$ cat config.mk
export PLATFORM = sky130hd
export DESIGN_NAME = apb_protocol_monitor
export DESIGN_NICKNAME = d
export VERILOG_FILES = /design/src/rtl/apb_protocol_monitor.sv
export SDC_FILE = /design/constraint.sdc
export NUM_CORES = 1
export LEC_CHECK = 0
export ABC_CLOCK_PERIOD_IN_PS = 2800
export CORE_MARGIN = 5
export CORE_UTILIZATION = 47
export CTS_CLUSTER_SIZE = 28
export DETAILED_ROUTE_END_ITERATION = 7
export PLACE_DENSITY_LB_ADDON = 0.25
export SLEW_MARGIN = 20
export SYNTH_ARGS = -nofsm -noshare
export SYNTH_HDL_FRONTEND = slang
export SYNTH_SLANG_ARGS = --single-unit
$ cat constraint.sdc
create_clock -name PCLK -period 2.8 [get_ports PCLK]
set_input_delay 0.56 -clock PCLK [delete_from_list [all_inputs] [get_ports PCLK]]
set_output_delay 0.56 -clock PCLK [all_outputs]
set_load 0.02 [all_outputs]
$ cat src/rtl/apb_protocol_monitor.sv
// APB bus-level protocol monitor. Passively watches one APB segment, tracks the
// IDLE/SETUP/WAIT phase of each transfer and reports protocol violations as a
// one-cycle pulse, a lowest-rule code, per-rule sticky flags and saturating counters.
`timescale 1ns/1ps
module apb_protocol_monitor #(
    parameter int ADDR_WIDTH     = 32,
    parameter int DATA_WIDTH     = 32,
    parameter int NUM_SLAVES     = 4,
    parameter int TIMEOUT_CYCLES = 16,
    parameter int CNT_WIDTH      = 8,
    parameter bit STRICT_SLVERR  = 1'b1
) (
    input  logic                  PCLK,
    input  logic                  PRESETn,
    input  logic [NUM_SLAVES-1:0] PSEL,
    input  logic                  PENABLE,
    input  logic                  PWRITE,
    input  logic [ADDR_WIDTH-1:0] PADDR,
    input  logic [DATA_WIDTH-1:0] PWDATA,
    input  logic                  PREADY,
    input  logic                  PSLVERR,
    input  logic                  clear,
    output logic                  err_valid,
    output logic [2:0]            err_code,
    output logic [5:0]            err_sticky,
    output logic [CNT_WIDTH-1:0]  err_count,
    output logic [CNT_WIDTH-1:0]  xfer_count,
    output logic [1:0]            state
);

    localparam int WCNT_W = $clog2(TIMEOUT_CYCLES + 1);
    localparam logic [WCNT_W-1:0]     WCNT_ONE    = WCNT_W'(1);
    localparam logic [WCNT_W-1:0]     TIMEOUT_VAL = WCNT_W'(TIMEOUT_CYCLES);
    localparam logic [NUM_SLAVES-1:0] PSEL_ONE    = NUM_SLAVES'(1);
    localparam logic [CNT_WIDTH-1:0]  CNT_ONE     = CNT_WIDTH'(1);
    localparam logic [CNT_WIDTH-1:0]  CNT_MAX     = {CNT_WIDTH{1'b1}};

    typedef enum logic [1:0] {
        ST_IDLE  = 2'd0,
        ST_SETUP = 2'd1,
        ST_WAIT  = 2'd2
    } state_t;

    state_t                  state_q, state_d;
    logic [WCNT_W-1:0]       wait_cnt_q, wait_cnt_d;
    logic [NUM_SLAVES-1:0]   psel_q, psel_d;
    logic [ADDR_WIDTH-1:0]   addr_q, addr_d;
    logic                    write_q, write_d;
    logic [DATA_WIDTH-1:0]   wdata_q, wdata_d;
    logic                    err_valid_q, err_valid_d;
    logic [2:0]              err_code_q, err_code_d;
    logic [5:0]              sticky_q, sticky_d;
    logic [CNT_WIDTH-1:0]    err_count_q, err_count_d;
    logic [CNT_WIDTH-1:0]    xfer_count_q, xfer_count_d;

    logic [5:0]              rule;
    logic                    active, abort, complete, any_err;
    logic [WCNT_W-1:0]       wait_inc;

    // Classify the current bus cycle against the tracked phase.
    always_comb begin
        active   = (state_q != ST_IDLE);
        wait_inc = wait_cnt_q + WCNT_ONE;
        rule     = '0;
        rule[0]  = |(PSEL & (PSEL - PSEL_ONE));
        rule[1]  = PENABLE && (state_q == ST_IDLE);
        rule[2]  = active && ((PSEL != psel_q) || !PENABLE);
        rule[3]  = active && ((PADDR != addr_q) || (PWRITE != write_q) ||
                              (write_q && (PWDATA != wdata_q)));
        abort    = rule[2] || rule[3];
        complete = active && !abort && PENABLE && PREADY;
        rule[4]  = (state_q == ST_WAIT) && !abort && !complete && (wait_inc == TIMEOUT_VAL);
        rule[5]  = STRICT_SLVERR && PSLVERR && !complete;
        any_err  = |rule;
    end

    // Next-state for the phase tracker and the captured setup values.
    always_comb begin
        state_d    = state_q;
        wait_cnt_d = wait_cnt_q;
        psel_d     = psel_q;
        addr_d     = addr_q;
        write_d    = write_q;
        wdata_d    = wdata_q;
        case (state_q)
            ST_IDLE: begin
                if ((PSEL != '0) && !PENABLE) begin
                    state_d = ST_SETUP;
                    psel_d  = PSEL;
                    addr_d  = PADDR;
                    write_d = PWRITE;
                    wdata_d = PWDATA;
                end
            end
            ST_SETUP: begin
                if (abort || complete) begin
                    state_d = ST_IDLE;
                end else begin
                    state_d    = ST_WAIT;
                    wait_cnt_d = WCNT_ONE;
                end
            end
            ST_WAIT: begin
                if (abort || complete || rule[4]) begin
                    state_d = ST_IDLE;
                end else begin
                    wait_cnt_d = wait_inc;
                end
            end
            default: state_d = ST_IDLE;
        endcase
    end

    // Sticky flags: a new violation always lands, even when clear is asserted.
    for (genvar gi = 0; gi < 6; gi++) begin : g_sticky
        assign sticky_d[gi] = rule[gi] | (sticky_q[gi] & ~clear);
    end

    // Pulse, lowest-rule code and saturating counters; a new event beats clear.
    always_comb begin
        err_valid_d = any_err;
        err_code_d  = err_code_q;
        for (int i = 5; i >= 0; i--) begin
            if (rule[i]) err_code_d = 3'(i);
        end
        if (clear)
            err_count_d = any_err ? CNT_ONE : '0;
        else if (any_err && (err_count_q != CNT_MAX))
            err_count_d = err_count_q + CNT_ONE;
        else
            err_count_d = err_count_q;
        if (clear)
            xfer_count_d = complete ? CNT_ONE : '0;
        else if (complete && (xfer_count_q != CNT_MAX))
            xfer_count_d = xfer_count_q + CNT_ONE;
        else
            xfer_count_d = xfer_count_q;
    end

    // Single register bank for tracker state and all reported status.
    always_ff @(posedge PCLK or negedge PRESETn) begin
        if (!PRESETn) begin
            state_q      <= ST_IDLE;
            wait_cnt_q   <= '0;
            psel_q       <= '0;
            addr_q       <= '0;
            write_q      <= 1'b0;
            wdata_q      <= '0;
            err_valid_q  <= 1'b0;
            err_code_q   <= '0;
            sticky_q     <= '0;
            err_count_q  <= '0;
            xfer_count_q <= '0;
        end else begin
            state_q      <= state_d;
            wait_cnt_q   <= wait_cnt_d;
            psel_q       <= psel_d;
            addr_q       <= addr_d;
            write_q      <= write_d;
            wdata_q      <= wdata_d;
            err_valid_q  <= err_valid_d;
            err_code_q   <= err_code_d;
            sticky_q     <= sticky_d;
            err_count_q  <= err_count_d;
            xfer_count_q <= xfer_count_d;
        end
    end

    assign err_valid  = err_valid_q;
    assign err_code   = err_code_q;
    assign err_sticky = sticky_q;
    assign err_count  = err_count_q;
    assign xfer_count = xfer_count_q;
    assign state      = state_q;

endmodule

==> impl_metrics.json <==
{
  "hold_class": "in -> async",
  "insertion_delay_ns": 0.36,
  "synth_ff_type": "dfrtp_1",
  "worstSetupEndpointType": "flop",
  "netlist_area_um2": 5219,
  "dp_hpwl_um": 8504,
  "yosys.area.top_type": "dfrtp_1",
  "fillCellCount": 864,
  "crit_start": "PWDATA[0]",
  "area_growth_pct": 30.26,
  "synth_top_area_share_pct": 48.91,
  "cts_buffers": 9,
  "clock.fmax_mhz": 379.5,
  "yosys-top-cells-area": "dfrtp_1, mux2_2, xor2_1",
  "die_area_um2": 13310,
  "gr-total-overflow": 0,
  "wire_per_inst_um": 15.50,
  "cap_violations": 0,
  "rsz0062_at_grt": "false",
  "finClkSkew_ns": 0.008564,
  "p_per_area_nw_per_um2": 828.6,
  "rows": 38,
  "grt_pass1_wl_um": 18980,
  "post-route-util_pct": 62.71,
  "ios": 103,
  "drc": 0,
  "hold_ws_ns": 0.1759,
  "path_max_fanout": 8,
  "p_leak_nw": 2.804,
  "vias_per_cell": 5.384,
  "ys_warn_count": 0,
  "ys_ff_latch": 102,
  "drive_gt1_share_pct": 21.25,
  "r2r_start": "wait_cnt_q[0]",
  "cts.sinks": 102,
  "async_flop_share_pct": 100.0,
  "start_util_pct": 48.14,
  "fin_area_um2": 6798,
  "yosysSeqAreaShare_pct": 48.91,
  "portBuffers": 102,
  "worstMarginPinSlew_ns": 0.5668,
  "dr.pass1.iters": 4,
  "ant_nets": 0,
  "cts.path.max_buffers": 2,
  "h-tree-depth": 3,
  "gr-usage-all-layers_pct": 17.77,
  "final_nets": 651,
  "worstPathRequired_ns": 3.09,
  "max_slew_margin_pct": 62.22,
  "postSynthAreaPerCell_um2": 11.81,
  "synth_cells": 442,
  "place_congestion": 0.8066,
  "via_count": 3844,
  "syn-num-nets": 524,
  "clk_pin_slew_worst_paths_ns": 0.09,
  "status": "finished, final reports clean",
  "place_inst": 697,
  "diodes": 0,
  "setup_viol_count_final": 0,
  "coreArea_um2": 10840,
  "drt_iter0_markers": 225,
  "routed_wl_um": 11060,
  "netlist-cell-type-count": 56,
  "crit_arrival_ns": 2.92,
  "ir_drop_mv": 0.4708,
  "fp.dieH_um": 115.4,
  "root_buffer": "clkbuf_8",
  "grt_pass1_vias": 4013,
  "synth_edf_count": 0,
  "grt_max_degree": 61,
  "regArea_um2": 2552,
  "post_dp_cell_area_um2": 6574,
  "chipWidth_um": 115.4,
  "path_class": "in -> reg",
  "period_share_pct": 94.12,
  "stdcell_count": 714,
  "fin_crit_ns": 2.635,
  "antenna_found_initial": 0,
  "slew_violations": 0,
  "cts_tree": "yes",
  "cp-start-kind": "primary input",
  "hold_violations": 0,
  "multi_input_area_um2": 2576
}
worst max-delay path, stage by stage:
cell and delay [ns]:
clkdlybuf4s50_1 0.44, xor2_1 0.16, nor4_1 0.40, nand4_1 0.16
o21ai_1 0.22, buf_4 0.19, nand4_1 0.11, or4_1 0.52
a21oi_1 0.15
through the flow:
step / setup slack (ns) / setup TNS, ns / total power [mW]
floorplan: 0.1896 / 0 / 3.995
global placement: -0.2872 / -4.913 / 4.630
detailed placement: -0.3021 / -4.964 / 4.725
CTS: 0.08592 / 0 / 5.700
global route: 0.02921 / 0 / 6.037
finish: 0.1648 / 0 / 5.632
registers in the layout (all words and copies together), names as in the netlist:
signal and cells:
psel_q 4, state 2, err_valid 1, xfer_count 8
wdata_q 32, wait_cnt_q 5, write_q 1, err_count 8
err_sticky 6, addr_q 32, err_code 3
per-layer routing:
metal	routed length, um	part of all wire [%]	up-vias	GRT usage, %
li1	-	-	1863	-
met1	4591	41	1887	21.62
met2	5737	52	82	30.90
met3	609	5.5	12	4.842
met4	125	1.1	0	5.243
met5	0	0	-	0
cell usage in the layout, fill, tap and decap left out, types with 2 or more instances in the layout:
cell type,n
a31oi_1,3
a22o_1,4
buf_12,3
or4_1,5
buf_4,24
and2_1,5
and3_1,2
nor3_1,4
xor2_1,66
o21a_1,2
clkbuf_8,11
o2bb2ai_1,3
nor2_1,15
clkbuf_1,2
xnor2_1,3
nand3_1,14
dfrtp_1,102
or3_1,4
ha_1,6
mux2_2,70
nor2b_1,2
inv_1,11
o31ai_1,5
a21oi_1,13
clkdlybuf4s50_1,101
nor4_1,18
nand4_1,10
o21bai_1,3
o21ai_0,13
nand2_1,17
a2bb2oi_1,2
power by group:
part,switching (mW),internal (mW)
Sequential,0.394,2.06
Combinational,0.960,1.26
Clock,0.494,0.462
repair_timing:
item / in CTS / in global routing
setup endpoints to repair: 0 / 8
endpoints found under the hold margin: 0 / 0
buffers inserted: 0 / 1
resized for setup: 0 / 3
hold buffers: 0 / 0
final timing paths:
kind | slack [ns] | cells after the start | end
min reg2reg | 0.51 | 1 | err_sticky[3]
min | 0.18 | 1 | xfer_count[6]
min in group PCLK | 0.51 | 1 | err_sticky[3]
max | 0.16 | 9 | xfer_count[4]
max reg2reg | 0.18 | 9 | err_count[4]
max in group asynchronous | 1.91 | 2 | wdata_q[10]
synthesized netlist by cell type (all sizes together), types with 2 or more instances:
library cell  number
ha                 7
o2bb2ai            3
buf                4
inv               11
nor3               4
or3                5
o21bai             3
o21a               2
or4                5
a22o               4
nor4              19
clkbuf             7
and4               2
xor2              66
nand3             14
a21oi             14
o21ai             14
a31oi              3
nand2             17
a2bb2oi            2
and3b              2
dfrtp            102
and3               2
o31ai              6
mux2              70
nor2b              2
and2               5
nand4             10
xnor2              3
nor2              16
area by class of cell:
class / instances / area share, %
Multi-Input combinational cell: 317 / 37.90
Sequential cell: 102 / 37.55
Timing Repair Buffer: 128 / 18.41
Tap cell: 140 / 2.577
Clock buffer: 13 / 2.338
Clock inverter: 3 / 0.6258
Inverter: 11 / 0.6074
cell families after synthesis:
| group | after synthesis | synth area share [%] |
|---|---|---|
| buffers and inverters | 23 | 2.158 |
| XOR/XNOR | 69 | 11.58 |
| flip-flops | 102 | 48.91 |
| AND/OR/NAND/NOR | 105 | 11.24 |
| adder cells (fa/ha/maj) | 8 | 1.870 |
| multiplexers | 71 | 15.30 |
| AO/OA/AOI/OAI | 64 | 8.943 |
No activity file was read; power rests on OpenSTA's default activity.
